<file path="src/rtl/dbus_arbiter_mc.sv">
`default_nettype none
// ============================================================================
//  Module      : dbus_arbiter_mc
//  Description : N-channel round-robin arbiter for the split-transaction data
//                bus (addr_ok/data_ok handshake). Keeps up to DEPTH in-order
//                outstanding transactions and routes each data_ok back to its
//                issuing channel through an owner-ID FIFO.
//  Revision    : 1.0 - initial release
// ============================================================================
module dbus_arbiter_mc #(
    parameter int N_CH   = 2,
    parameter int ADDR_W = 32,
    parameter int DATA_W = 32,
    parameter int DEPTH  = 4
) (
    input  logic                       clk,
    input  logic                       reset,
    // Upstream requester channels
    input  logic [N_CH-1:0]            m_valid,
    input  logic [N_CH*ADDR_W-1:0]     m_addr,
    input  logic [N_CH*3-1:0]          m_size,
    input  logic [N_CH*DATA_W/8-1:0]   m_strobe,
    input  logic [N_CH*DATA_W-1:0]     m_wdata,
    output logic [N_CH-1:0]            m_addr_ok,
    output logic [N_CH-1:0]            m_data_ok,
    output logic [DATA_W-1:0]          m_rdata,
    // Downstream bus
    output logic                       s_valid,
    output logic [ADDR_W-1:0]          s_addr,
    output logic [2:0]                 s_size,
    output logic [DATA_W/8-1:0]        s_strobe,
    output logic [DATA_W-1:0]          s_wdata,
    input  logic                       s_addr_ok,
    input  logic                       s_data_ok,
    input  logic [DATA_W-1:0]          s_rdata,
    // Status
    output logic                       err_spur
);

    localparam int STRB_W = DATA_W / 8;
    localparam int ID_W   = (N_CH > 1) ? $clog2(N_CH) : 1;
    localparam int PTR_W  = (DEPTH > 1) ? $clog2(DEPTH) : 1;
    localparam int CNT_W  = $clog2(DEPTH + 1);

    localparam logic [ID_W-1:0]  LAST_CH  = ID_W'(N_CH - 1);
    localparam logic [CNT_W-1:0] FULL_CNT = CNT_W'(DEPTH);

    // Lock state: OPEN lets round-robin choose, HOLD pins the stalled grant
    typedef enum logic [0:0] {
        ST_OPEN = 1'b0,
        ST_HOLD = 1'b1
    } lock_state_t;

    lock_state_t       state_q, state_d;
    logic [ID_W-1:0]   lock_id_q, lock_id_d;
    logic [ID_W-1:0]   rr_ptr_q, rr_ptr_d;

    logic [ID_W-1:0]   fifo_q [DEPTH];
    logic [PTR_W-1:0]  wr_ptr_q, wr_ptr_d;
    logic [PTR_W-1:0]  rd_ptr_q, rd_ptr_d;
    logic [CNT_W-1:0]  count_q, count_d;
    logic              err_spur_q, err_spur_d;

    logic [ID_W-1:0]   w_gnt_rr;
    logic [ID_W:0]     w_cand_sum;
    logic              w_found;
    logic [ID_W-1:0]   w_gnt;
    logic              w_full;
    logic              w_empty;
    logic              w_fire;
    logic              w_bypass;
    logic              w_push;
    logic              w_pop;
    logic              w_spur;
    logic [ID_W-1:0]   w_head;

    // Round-robin search: first valid channel at or after rr_ptr, wrapping
    always_comb begin
        w_gnt_rr   = rr_ptr_q;
        w_found    = 1'b0;
        w_cand_sum = '0;
        for (int k = 0; k < N_CH; k++) begin
            w_cand_sum = {1'b0, rr_ptr_q} + (ID_W+1)'(k);
            if (w_cand_sum >= (ID_W+1)'(N_CH)) begin
                w_cand_sum = w_cand_sum - (ID_W+1)'(N_CH);
            end
            if (!w_found && m_valid[w_cand_sum[ID_W-1:0]]) begin
                w_gnt_rr = w_cand_sum[ID_W-1:0];
                w_found  = 1'b1;
            end
        end
    end

    // A stalled request keeps its grant until the downstream accepts it
    assign w_gnt   = (state_q == ST_HOLD) ? lock_id_q : w_gnt_rr;
    assign w_full  = (count_q == FULL_CNT);
    assign w_empty = (count_q == '0);
    assign w_head  = fifo_q[rd_ptr_q];

    assign s_valid  = !reset && !w_full && (|m_valid) && m_valid[w_gnt];
    assign s_addr   = m_addr  [int'(w_gnt)*ADDR_W +: ADDR_W];
    assign s_size   = m_size  [int'(w_gnt)*3      +: 3];
    assign s_strobe = m_strobe[int'(w_gnt)*STRB_W +: STRB_W];
    assign s_wdata  = m_wdata [int'(w_gnt)*DATA_W +: DATA_W];

    assign w_fire   = s_valid && s_addr_ok;
    // Response in the same cycle as the issue on an empty FIFO needs no entry
    assign w_bypass = w_fire && s_data_ok && w_empty;
    assign w_push   = w_fire && !w_bypass;
    assign w_pop    = !reset && !w_empty && s_data_ok;
    assign w_spur   = w_empty && s_data_ok && !w_fire;

    assign m_rdata  = s_rdata;
    assign err_spur = err_spur_q;

    // Per-channel handshake decode (address accept and data return)
    always_comb begin
        m_addr_ok = '0;
        m_data_ok = '0;
        if (w_fire) begin
            m_addr_ok[w_gnt] = 1'b1;
        end
        if (w_pop) begin
            m_data_ok[w_head] = 1'b1;
        end else if (w_bypass) begin
            m_data_ok[w_gnt] = 1'b1;
        end
    end

    // Lock FSM next state: enter HOLD on a refused request, leave on accept
    always_comb begin
        state_d   = state_q;
        lock_id_d = lock_id_q;
        case (state_q)
            ST_OPEN: begin
                if (s_valid && !s_addr_ok) begin
                    state_d   = ST_HOLD;
                    lock_id_d = w_gnt;
                end
            end
            ST_HOLD: begin
                if (w_fire) begin
                    state_d = ST_OPEN;
                end
            end
            default: begin
                state_d = ST_OPEN;
            end
        endcase
    end

    // Round-robin pointer, FIFO pointers/count and sticky error next state
    always_comb begin
        rr_ptr_d   = rr_ptr_q;
        wr_ptr_d   = wr_ptr_q;
        rd_ptr_d   = rd_ptr_q;
        count_d    = count_q;
        err_spur_d = err_spur_q | w_spur;
        if (w_fire) begin
            rr_ptr_d = (w_gnt == LAST_CH) ? '0 : w_gnt + 1'b1;
        end
        if (w_push) begin
            wr_ptr_d = wr_ptr_q + 1'b1;
        end
        if (w_pop) begin
            rd_ptr_d = rd_ptr_q + 1'b1;
        end
        case ({w_push, w_pop})
            2'b10:   count_d = count_q + 1'b1;
            2'b01:   count_d = count_q - 1'b1;
            default: count_d = count_q;
        endcase
    end

    // Control state registers, cleared asynchronously
    always_ff @(posedge clk or posedge reset) begin
        if (reset) begin
            state_q    <= ST_OPEN;
            lock_id_q  <= '0;
            rr_ptr_q   <= '0;
            wr_ptr_q   <= '0;
            rd_ptr_q   <= '0;
            count_q    <= '0;
            err_spur_q <= 1'b0;
        end else begin
            state_q    <= state_d;
            lock_id_q  <= lock_id_d;
            rr_ptr_q   <= rr_ptr_d;
            wr_ptr_q   <= wr_ptr_d;
            rd_ptr_q   <= rd_ptr_d;
            count_q    <= count_d;
            err_spur_q <= err_spur_d;
        end
    end

    // Owner-ID storage; contents are only meaningful below count
    always_ff @(posedge clk) begin
        if (w_push) begin
            fifo_q[wr_ptr_q] <= w_gnt;
        end
    end

endmodule
`default_nettype wire

</file>
<file path="config.mk">
export PLATFORM = sky130hd
export DESIGN_NAME = dbus_arbiter_mc
export DESIGN_NICKNAME = d
export VERILOG_FILES = /design/src/rtl/dbus_arbiter_mc.sv
export SDC_FILE = /design/constraint.sdc
export NUM_CORES = 1
export LEC_CHECK = 0
export CAP_MARGIN = 5
export CORE_AREA = 2 2 114 116
export DETAILED_ROUTE_END_ITERATION = 8
export DIE_AREA = 0 0 116 118
export GPL_TIMING_DRIVEN = 1
export PLACE_DENSITY_LB_ADDON = 0.1
export SYNTH_ARGS = -nofsm -noshare
export SYNTH_HDL_FRONTEND = slang
export SYNTH_SLANG_ARGS = --single-unit
</file>
<file path="constraint.sdc">
create_clock -name clk -period 5.2 [get_ports clk]
set_input_delay 1.04 -clock clk [delete_from_list [all_inputs] [get_ports clk]]
set_output_delay 1.04 -clock clk [all_outputs]
set_load 0.03 [all_outputs]
</file>
Word level (Yosys, flattened, before mapping)
Memory sizes are Yosys's and may differ from the RTL's.
Index checks and enable logic that the tools add are counted.
W data, S select, Z words.

storage, ports and cells
  bits in registers = 11
  bits in latches = 0
  bits in writable memories = 4
  ROM bits = 0
  bits of input ports = 180
  output and inout bits = 109
  word-level logic and storage cells = 86
  memories kept = 1

operators by class
  add/sub/neg operators = 8
  multipliers = 1
  divide/modulo/power cells = 0
  $lt $le $gt $ge = 8
  equal/unequal tests = 3
  shift-type cells = 4
  mux-type cells = 26
  bitwise gates (word level) = 2
  reductions and logical operators = 26

memory list
  name    depth  bits a word  rd ports  clocked after memory_dff  wr ports  RTL line  RTL
  fifo_q  4      1            1         0                         1         58        logic [ID_W-1:0] fifo_q [DEPTH];

operators with widths
  operator               number
  $shiftx A64 B7 Y32     2
  $mux W1                19
  $logic_and A1 B1 Y1    15
  $lt A1 B2 Y1 const B   4
  $shiftx A8 B4 Y4       1
  $logic_not A1 Y1       7
  $mux W2                3
  $pmux W3 S2            1
  $shiftx A6 B4 Y3       1
  $add A2 B1 Y2 const B  2
  $add A3 B1 Y3 const B  1
  $eq A3 B3 Y1 const B   1
  $logic_not A3 Y1       1
  $mul A1 B2 Y3 const B  1
  $sub A3 B1 Y3 const B  1
  $add A1 B1 Y2 const B  1
  $demux W1 S1           2
  $eq A2 B1 Y1 const B   1
  $eq A2 B2 Y1 const B   1
  $ge A1 B1 Y1 const B   2
  $ge A1 B2 Y1 const B   1
  $ge A2 B2 Y1 const B   1
  $pmux W1 S2            1
  $reduce_and A2 Y1      1
  other kinds (6)        7

Logic depth before layout (Yosys ltp)
Gate-level depths: netlist (run 1).

  depth after elaboration = 19
  mapped depth = 10
  mapped depth without buffers = 9

Least setup slack after synthesis (run 1)
No wires, ideal clock.

  path kind = in2out
  from = input m_valid[1]
  to = output m_data_ok[0]
  data arrival time = 2884 ps
  required time = 4160 ps
  setup slack = 1276 ps
  stages = 4
  buffers on the path = 0
  cell sequence = mux2i_1 -> a2111oi_4 -> a41oi_1 -> a211oi_1

on the way
  word-level cells in the longest chain between the ends = 15
  elaborated cells on any way between the ends = 25
  classes of those cells = 2 x order compare; 14 x mux; 9 x reduce/logical

RTL lines
  what                                         RTL line  RTL
  start, declared                              19        input logic [N_CH-1:0] m_valid,
  $mux W1 (not written as such) (2 in series)  87        if (!w_found && m_valid[w_cand_sum[ID_W-1:0]]) begin
  $mux W1                                      87
  $logic_not A1 Y1                             87
  $logic_and A1 B1 Y1                          87
  $mux W1                                      87
  $mux W1                                      95        assign w_gnt = (state_q == ST_HOLD) ? lock_id_q : w_gnt_rr;
  $mux W1 (not written as such) (2 in series)  100       assign s_valid = !reset && !w_full && (|m_valid) && m_valid[w_gnt];
  $logic_and A1 B1 Y1 *                        100
  net s_valid                                  28        output logic s_valid,
  $logic_and A1 B1 Y1 *                        106       assign w_fire = s_valid && s_addr_ok;
  $logic_and A1 B1 Y1 * (2 in series)          108       assign w_bypass = w_fire && s_data_ok && w_empty;
  $mux W2 *                                    125       end else if (w_bypass) begin
  $mux W2 *                                    123       if (w_pop) begin
  end, declared                                25        output logic [N_CH-1:0] m_data_ok,

The timed path passes the listed nets; every way through them passes the cells marked *. The select of a mux whose other input is x is not followed.

Final worst setup path (run 1)
  from = input m_valid[1]
  to = output m_data_ok[0]

on the way
  word-level cells in the longest chain between the ends = 15
  elaborated cells on any way between the ends = 25
  classes of those cells = 2 x order compare; 14 x mux; 9 x reduce/logical

RTL lines
  what                                                                  RTL line  RTL
  $mux W1 (not written as such) (2 in series)                           87
  $mux W1                                                               87
  $logic_not A1 Y1                                                      87
  $logic_and A1 B1 Y1                                                   87
  $mux W1 *                                                             87
  $mux W1 *                                                             95
  net w_gnt                                                             67        logic [ID_W-1:0] w_gnt;
  parallel branches: the longest is 6 deep, another holds $lt A1 B2 Y1  n/a
  $mux W2 *                                                             125
  $mux W2 *                                                             123

Mark *: on every way through the listed nets, which the timed path passes. The select of a mux whose other input is x is not followed.

==> results of run 1 <==
-- cells in the mapped netlist (2+ instances only) --
master    instances  area [um2]
buf_2             2       10.01
nand2_1           3       11.26
inv_1            12       45.04
a211oi_1          2       15.01
mux2i_1           2       20.02
ha_1              5       62.56
mux2_2           72       810.8
edfxtp_1          4       120.1
nor2_1            9       33.78
nor3_1            2       10.01
dfrtp_1          11       275.3
xor2_1            2       17.52
buf_4            38       285.3
xnor2_1           4       35.03
-- worst max path at each step --
stage                              end
after floorplan           m_data_ok[0]
after global placement      s_addr[22]
after detailed placement  m_data_ok[0]
after CTS                 m_data_ok[0]
after global routing      m_data_ok[0]
final                     m_data_ok[0]
-- per-stage QoR --
stage | setup WS [ns] | hold WS (ns) | utilization, % | instances
after floorplan | 1.277 | 0.4528 | - | 188
after global placement | 0.7551 | 0.4567 | 33.65 | 546
after detailed placement | 0.7618 | 0.4643 | 33.65 | 546
after CTS | 0.7389 | 0.4809 | 34.30 | 550
after global routing | 0.5888 | 0.5157 | 34.30 | 550
final | 0.7687 | 0.4759 | 34.30 | 550
-- kinds of logic (layout without fill, tap and decap cells) --
logic type	after synthesis	count (layout)	share of synthesized area, %
compound gates	8	8	4.212
simple gates	22	22	6.128
flops	15	15	20.17
fa+ha+maj	6	6	4.212
xor+xnor	6	6	2.680
mux	77	77	44.86
buf+inv	54	244	17.74
-- worst reg2reg max path: cells and delay by family, from the launching register on --
kind / cells / cell delay, ns
flops: 1 / 0.41
fa+ha+maj: 2 / 0.57
simple gates: 3 / 0.68
compound gates: 1 / 0.12
buf+inv: 2 / 0.25
xor+xnor: 2 / 0.31
-- layer usage --
metal | GRT usage [%] | part of all wire (%) | vias to the layer above
met1 | 12.93 | 35 | 939
met3 | 4.737 | 13 | 8
met4 | 1.786 | 0.54 | 0
li1 | - | - | 1001
met5 | 0 | 0 | -
met2 | 23.36 | 51 | 120
-- layout make-up --
type	instances	share of cell area, %
clock buffer	3	1.763
clock inverter	1	0.1175
inverter	13	1.146
tap	172	5.054
multi-input combinational	119	28.86
sequential	15	9.286
timing repair buffer	227	53.78
-- power by group --
part / total (uW) / switching (uW) / internal, uW
Sequential: 217 / 42.4 / 174
Clock: 148 / 45.1 / 102
Combinational: 1740 / 886 / 850
-- sequential cells by signal, indices dropped and copies added (netlist names), named ones only --
signal,count
fifo_q,4
count_q,3
rd_ptr_q,2
wr_ptr_q,2
err_spur,1
lock_id_q,1
rr_ptr_q,1
==> results.md, run 1 <==
- Outcome: finished clean
- Antenna violations before repair: 0
- Ys Warns: 0
- CTS tree: built
- Vias in the first global route: 2172
- Post-DR wirelength/cell: 16.96 um
- Multi-input logic area: 0.001229 mm2
- Crit-path slowest cell: clkdlybuf4s50_1
- Die Ht: 118 um
- Synth Instances: 188
- Worst path top cell family by delay: buffers and inverters
- PostCTS Resize Cnt: 0
- Crit start category: input port
- Mapped Area: 0.001961 mm2
- PD cells: 493.1 mW/mm2
- FF-to-FF End: count_q[2]
- Number of synthesized flops with an enable pin: 4
- Core Footprint: 0.01241 mm2
- Worst hold path depth: 1
- Critical Path Start: m_valid[1]
- Post-synth ARST share: 73.33%
- Setup tns final: 0 ns
- Avg Cell Area, Syn: 10.43 um2
- Post-route ant nets: 0
- CP max FO: 30
- CP dominant cell by count: clkdlybuf4s50_1
- Maximum vdd ir drop: 0.2630 mV
- Synth-to-Final Area Change: 117.2%
- Final wirelength: 9.329 mm
- Post-DR vias/cell: 3.760
- Critical path type: input port to output pin
- Synth unique cells: 34
- Final instance area: 0.004258 mm2
- Fillers: 1319
- Top_reg_cell synth: dfrtp_1
- Final setup viols: 0
- Hold crit path type: flip-flop to flip-flop
- Fin. Hold Viols: 0
- First-pass GRT wire length: 12.99 mm
- Worst path max stage delay: 0.72 ns
- Final HPWL DP: 7.906 mm
- # IOs: 289
- Total Power: 2100 uW
- Die span in x: 116 um
- Rows: 41
- Tcrit/Tclk final: 85.22%
- Setup crit end kind: output pin
- Worst Max-Slew Pin Slew: 0.4779 ns
- DRT iter0 DRCs: 40
- Flop-to-flop setup slack: 2.79 ns
- Most common cell after layout, fill and taps aside: clkdlybuf4s50_1
- Hold Path Origin: err_spur
- # DRC: 0
- Synth Register Bits: 15
- Final Skew: 0.005735 ns
- Min Clock Period, post-route: 4.431 ns
- GRT overflow: 0
- Layout cells sized above 1: 23.02%
- Die area: 0.01369 mm2
- NumNets Final: 565
- WP buf/inv: 4
- Endpoint, Worst Hold: err_spur
- Commonest cells after routing, fill and taps aside: 224 x clkdlybuf4s50_1, 72 x mux2_2, 12 x inv_1
- CP arrival: 3.39 ns
- Initial Util: 15.79%
- Worst-Skew Late Latency: 0.24 ns
- TritonCTS Buffers: 3
- Cell area after placement: 0.004178 mm2
- GPL Wtd Cong: 0.7877
- PortBufs: 224
- Final count of pins violating max slew: 0
- Clk buf depth: 2
- Setup bufs post-CTS: 0
- Highest clock rate: 0.2257 GHz
- Max Cap Violations: 0
- Total track usage: 12.33%
- Register area share after synthesis: 20.17%
- Syn nets: 374
- Hold_buf cts: 0
- RSZ-0062 raised after global routing: no
- Pin count of the biggest net entering global routing: 46
- H-tree depth: 1
- Clk root buf: clkbuf_16
- Worst slew margin: 68.07%
- WP data required: 4.16 ns
- Cells along the critical path: clkdlybuf4s50_1, nand2b_1, a21o_1, a21boi_4, buf_12, inv_1, a211oi_1, clkdlybuf4s50_1
- Worst-path clk slew: 0.05 ns
- 1st-pass router iterations: 4
- Sequential standard cell area: 395.4 um2
- Cells on worst reg2reg path: 10
- Clock sink total: 15
- DR vias: 2068
- Critical path depth in cells: 8
- Antenna diode count: 0
- LEAKAGE: 0.001613 uW
- Worst r2r src: count_q[0]
Power figures use the tool's default switching activity.
==> run 2, diff against run 1 <==
CORE_AREA = 2 2 113 115   (was 2 2 114 116)
DIE_AREA = 0 0 115 117   (was 0 0 116 118)
DONT_BUFFER_PORTS = 1   (was default)
PLACE_DENSITY_LB_ADDON = 0.2   (was 0.1)
clock period = 5.1 ns   (was 5.2 ns; I/O delays follow)
==> run 2 against run 1 <==
- clock power grew 5%
- sequential power grew 7%
- sequential share of layout area grew 11 points
- worst setup slack gained 0.76 ns
- final cell count shrank 44%
- flip-flop and latch count is the same
- global-route usage shrank 3.8 points
- register-to-register slack lost 0.20 ns
- via count shrank 38%
- power shrank 24%
- combinational power shrank 30%
==> results.md, run 2 (same netlist as run 1, synthesis figures left out) <==
- Outcome: finished clean
- H-tree depth: 1 (unchanged)
- Pin count of the biggest net entering global routing: 47 (+2.2%)
- Final wirelength: 6.715 mm (-28%)
- Worst-Skew Late Latency: 0.24 ns (about the same)
- TritonCTS Buffers: 3 (unchanged)
- Die Ht: 117 um (-0.85%)
- Worst setup margin: 1.533 ns (+0.7642 ns)
- First-pass GRT wire length: 8.038 mm (-38%)
- Final count of pins violating max slew: 0 (unchanged)
- Clock sink total: 15 (unchanged)
- 1st-pass router iterations: 4 (unchanged)
- Fillers: 1356 (+2.8%)
- CTS tree: built
- Die area: 0.01346 mm2 (-1.7%)
- Setup tns final: 0 ns (unchanged)
- PostCTS Resize Cnt: 0 (unchanged)
- Critical path type: input port to output pin
- Commonest cells after routing, fill and taps aside: 72 x mux2_2, 12 x inv_1, 11 x dfrtp_1
- Clk root buf: clkbuf_16
- Highest clock rate: 0.2803 GHz
- NumNets Final: 343 (-39%)
- Die span in x: 115 um (-0.86%)
- Max Cap Violations: 0 (unchanged)
- Fin. Hold Viols: 0 (unchanged)
- Worst-path clk slew: 0.05 ns (about the same)
- Dpl ws: 1.525 ns (+0.7635 ns)
- Initial Util: 15.92% (+0.13 points)
- Worst Max-Slew Pin Slew: 0.6204 ns (+0.1425 ns)
- Maximum vdd ir drop: 0.2191 mV (-17%)
- Non-filler instance count after layout: 306 (-44%)
- GRT overflow: 0 (unchanged)
- Worst slew margin: 58.48% (-9.6 points)
- Final HPWL DP: 6.078 mm (-23%)
- LEAKAGE: 0.0007351 uW (-54%)
- WP data required: 4.08 ns (-0.08 ns)
- CP arrival: 2.55 ns (-0.84 ns)
- Crit start category: input port
- Hold_buf cts: 0 (unchanged)
- Inst Count DP: 302 (-45%)
- Most common cell after layout, fill and taps aside: mux2_2
- Setup crit end kind: output pin
- Tcrit/Tclk final: 69.94%
- GPL Wtd Cong: 0.6727 (-15%)
- Post-route ant nets: 0 (unchanged)
- Final setup viols: 0 (unchanged)
- Vias in the first global route: 1197 (-45%)
- Final Skew: 0.002991 ns (-0.002744 ns)
- DR vias: 1282 (-38%)
- Total track usage: 8.497% (-3.8 points)
- Post-DR wirelength/cell: 21.94 um (+29%)
- DRT iter0 DRCs: 19 (-53%)
- CP max FO: 46 (+53%)
- Layout cells sized above 1: 57.05% (+34 points)
- Synth-to-Final Area Change: 1.021%
- PD cells: 811.0 mW/mm2 (+64%)
- Max reg flops: 4 (unchanged)
- Core Footprint: 0.01231 mm2 (-0.83%)
- Antenna diode count: 0 (unchanged)
- Rows: 41 (unchanged)
- Clk buf depth: 2 (unchanged)
- Biggest regs: fifo_q: 4 flops, count_q: 3 flops
- RSZ-0062 raised after global routing: no
- Total Power: 1606 uW (-24%)
- Setup bufs post-CTS: 0 (unchanged)
- Post-DR vias/cell: 4.190 (+11%)
- Top reg by flops: fifo_q
- PortBufs: 0 (-100%)
- Antenna violations before repair: 0 (unchanged)
- # DRC: 0 (unchanged)
- Hold crit path type: flip-flop to flip-flop
- Min Clock Period, post-route: 3.567 ns
- # IOs: 289 (unchanged)
run 2: cell types whose count changed in the layout (fill, tap and decap cells not counted):
| cell | change |
|---|---|
| buf_4 | +4 |
| clkdlybuf4s50_1 | -224 |
| clkinv_2 | -1 |
| buf_12 | -2 |
| clkinvlp_4 | +1 |
run 2: metrics by stage:
step / hold slack, ns / util, % / area [um2]
2_1_floorplan: 0.4528 / - / 1961
3_3_place_gp: 0.4803 / 15.42 / 1898
3_5_place_dp: 0.4841 / 15.42 / 1898
4_1_cts: 0.4913 / 16.09 / 1981
5_1_grt: 0.5102 / 16.09 / 1981
6_report: 0.4859 / 16.09 / 1981
run 2: area by class of cell:
| cell class | instances | area [um2] | area share, % |
|---|---|---|---|
| clock buffers | 3 | 75.07 | 3.790 |
| clock inverters | 1 | 7.507 | 0.3790 |
| inverters | 13 | 48.80 | 2.464 |
| multi-input cells | 119 | 1229 | 62.03 |
| flip-flops and latches | 15 | 395.4 | 19.96 |
| well taps | 150 | 187.7 | 9.476 |
| repair buffers | 5 | 37.54 | 1.895 |
run 2: layer usage:
| metal | vias up | track usage (%) | wire length [um] |
|---|---|---|---|
| met1 | 618 | 11.65 | 2869 |
| li1 | 559 | - | - |
| met2 | 103 | 13.69 | 3294 |
| met3 | 2 | 1.854 | 519 |
| met4 | 0 | 2.008 | 31 |
| met5 | - | 0 | 0 |
run 2: path summary, 6_finish.rpt:
path | start | end | slack, ns | cells past startpoint
max reg2reg | count_q[0] | count_q[2] | 2.59 | 10
max | m_valid[1] | s_wdata[12] | 1.53 | 5
min reg2reg | rd_ptr_q[1] | rd_ptr_q[1] | 0.49 | 1
min | rd_ptr_q[1] | rd_ptr_q[1] | 0.49 | 1
min in group asynchronous | reset | wr_ptr_q[0] | 0.67 | 1
max in group asynchronous | reset | count_q[2] | 4.11 | 1
run 2: worst max-delay path, stage by stage:
cell      delay (ns)
nand2b_1        0.12
a21o_1          0.22
a21boi_4        0.16
buf_4           0.47
mux2_2          0.51
run 2: where the power goes:
part,total [uW],internal (uW),switching (uW)
clock,155,106,49.9
sequential,232,178,54.3
combinational,1220,397,822
==> run 3, diff against run 2 <==
clock period = 3.3 ns   (was 5.1 ns; I/O delays follow)
==> run 3 against run 2 <==
- register-to-register slack worse by 1.6 ns
- critical path depth up 2
- final area grew 1.2%
- global-route usage shrank 0.19 points
- final cell count rose by 0.65%
- clock power is 52% higher
- die area unchanged
- clock-buffer cell count rose by 1
- power is 55% higher
- sequential share of layout area shrank 0.24 points
- critical endpoint is now m_data_ok[0]
- highest routed layer unchanged
==> results.md, run 3 (same netlist as run 1, synthesis figures left out) <==
- Outcome: finished clean
- Top reg by flops: fifo_q
- Highest clock rate: 0.3606 GHz
- # IOs: 289 (unchanged)
- RSZ-0062 raised after global routing: no
- Final Skew: 0.004421 ns (+0.001430 ns)
- Worst slew margin: 66.25% (+7.8 points)
- Worst-path clk slew: 0.05 ns (about the same)
- DRT iter0 DRCs: 23 (+4)
- DR vias: 1297 (+1.2%)
- Final count of pins violating max slew: 0 (unchanged)
- Die span in x: 115 um (unchanged)
- WP data required: 2.64 ns (-1.44 ns)
- Met3 wire length: 541 um (+4.2%)
- Worst Max-Slew Pin Slew: 0.5063 ns (-0.1142 ns)
- Hold_buf cts: 0 (unchanged)
- Pin count of the biggest net entering global routing: 52 (+11%)
- Flop-to-flop setup slack: 1.02 ns (-1.57 ns)
- Met2 wire length: 3.150 mm (-4.4%)
- TritonCTS Buffers: 3 (unchanged)
- Critical path type: input port to output pin
- Maximum vdd ir drop: 0.3129 mV (+43%)
- Inst Count DP: 304 (+0.66%)
- WP buf/inv: 3 (+2)
- Cells along the critical path: nand2b_1, a21o_1, a21boi_4, buf_4, inv_1, a211oi_1, buf_4
- Commonest cells after routing, fill and taps aside: 72 x mux2_2, 12 x inv_1, 11 x dfrtp_1
- Fin. Hold Viols: 0 (unchanged)
- Post-DR vias/cell: 4.211 (+0.51%)
- Min Clock Period, post-route: 2.773 ns
- Crit-path slowest cell: buf_4
- Worst path max stage delay: 0.31 ns (-0.20 ns)
- Die area: 0.01346 mm2 (unchanged)
- Max Cap Violations: 0 (unchanged)
- First-pass GRT wire length: 7.728 mm (-3.9%)
- H-tree depth: 1 (unchanged)
- Setup bufs post-CTS: 0 (unchanged)
- 1st-pass router iterations: 4 (unchanged)
- Clock sink total: 15 (unchanged)
- Max reg flops: 4 (unchanged)
- Finished Core Util: 16.28% (+0.19 points)
- GRT overflow: 0 (unchanged)
- PD cells: 1246 mW/mm2 (+54%)
- Core Footprint: 0.01231 mm2 (unchanged)
- Antenna diode count: 0 (unchanged)
- Hold crit path type: input port to async pin
- Final wirelength: 6.539 mm (-2.6%)
- Final HPWL DP: 5.954 mm (-2.1%)
- Worst-Skew Late Latency: 0.25 ns (about the same)
- CP max FO: 24 (-48%)
- Rows: 41 (unchanged)
- Max Used Layer: met4
- PortBufs: 0 (unchanged)
- Post-DR wirelength/cell: 21.23 um (-3.3%)
- CP arrival: 2.11 ns (-0.44 ns)
- Layout cells sized above 1: 56.96% (-0.089 points)
- Total track usage: 8.304% (-0.19 points)
- Initial Util: 15.92% (unchanged)
- CP dominant cell by count: buf_4
- M1 wire length: 2.796 mm (-2.5%)
- Antenna violations before repair: 0 (unchanged)
- Biggest regs: fifo_q: 4 flops, count_q: 3 flops
- PostCTS Resize Cnt: 0 (unchanged)
- Clk buf depth: 2 (unchanged)
- Final setup viols: 0 (unchanged)
- Setup crit end kind: output pin
- LEAKAGE: 0.0007519 uW (+2.3%)
- Setup tns final: 0 ns (unchanged)
- CTS tree: built
- Crit start category: input port
- Clk root buf: clkbuf_16
- Synth-to-Final Area Change: 2.233%
- Die Ht: 117 um (unchanged)
- Tcrit/Tclk final: 84.04%
- GPL Wtd Cong: 0.6982 (+3.8%)
- NumNets Final: 345 (+0.58%)
- # DRC: 0 (unchanged)
- Post-route ant nets: 0 (unchanged)
- Vias in the first global route: 1169 (-2.3%)
- Non-filler instance count after layout: 308 (+0.65%)
- Worst path top cell family by delay: buffers and inverters
- Total Power: 2497 uW (+55%)
- Most common cell after layout, fill and taps aside: mux2_2
## run 3: layout make-up
cell class              instances  area, um2
clock buffers                   4      78.83
inverters                      13      48.80
flip-flops and latches         15      395.4
fillers                      1337      10310
well taps                     150      187.7
multi-input cells             119       1229
repair buffers                  7      65.06
## run 3: layer usage
metal  global-route usage (%)  vias up
met5                        0        -
met4                    2.249        0
met3                    1.905        4
met2                    13.02      106
met1                    11.51      623
li1                         -      564
## run 3: metrics by stage
stage          area [um2]  hold WS, ns  setup slack [ns]
3_3_place_gp         1926       0.4802            0.5077
4_1_cts              2004       0.3234            0.5041
6_report             2004       0.3053            0.5267
5_1_grt              2004       0.3380            0.4005
2_1_floorplan        1961       0.4528            0.1365
3_5_place_dp         1926       0.4763            0.5107
## run 3: final timing paths
kind,endpoint,from,cells after the start
setup / recovery,m_data_ok[0],m_valid[1],7
hold / removal,err_spur,reset,1
setup reg to reg,count_q[2],count_q[0],9
hold reg to reg,count_q[2],count_q[2],1
max in group asynchronous,rd_ptr_q[0],reset,1
min in group clk,count_q[2],count_q[2],1
## run 3: power by group
group / internal, uW / leakage [uW] / switching, uW / total [uW]
sequential: 275 / 0.000161 / 80.9 / 356
combinational: 637 / 0.000553 / 1270 / 1910
clock: 164 / 0.0000382 / 72.4 / 236
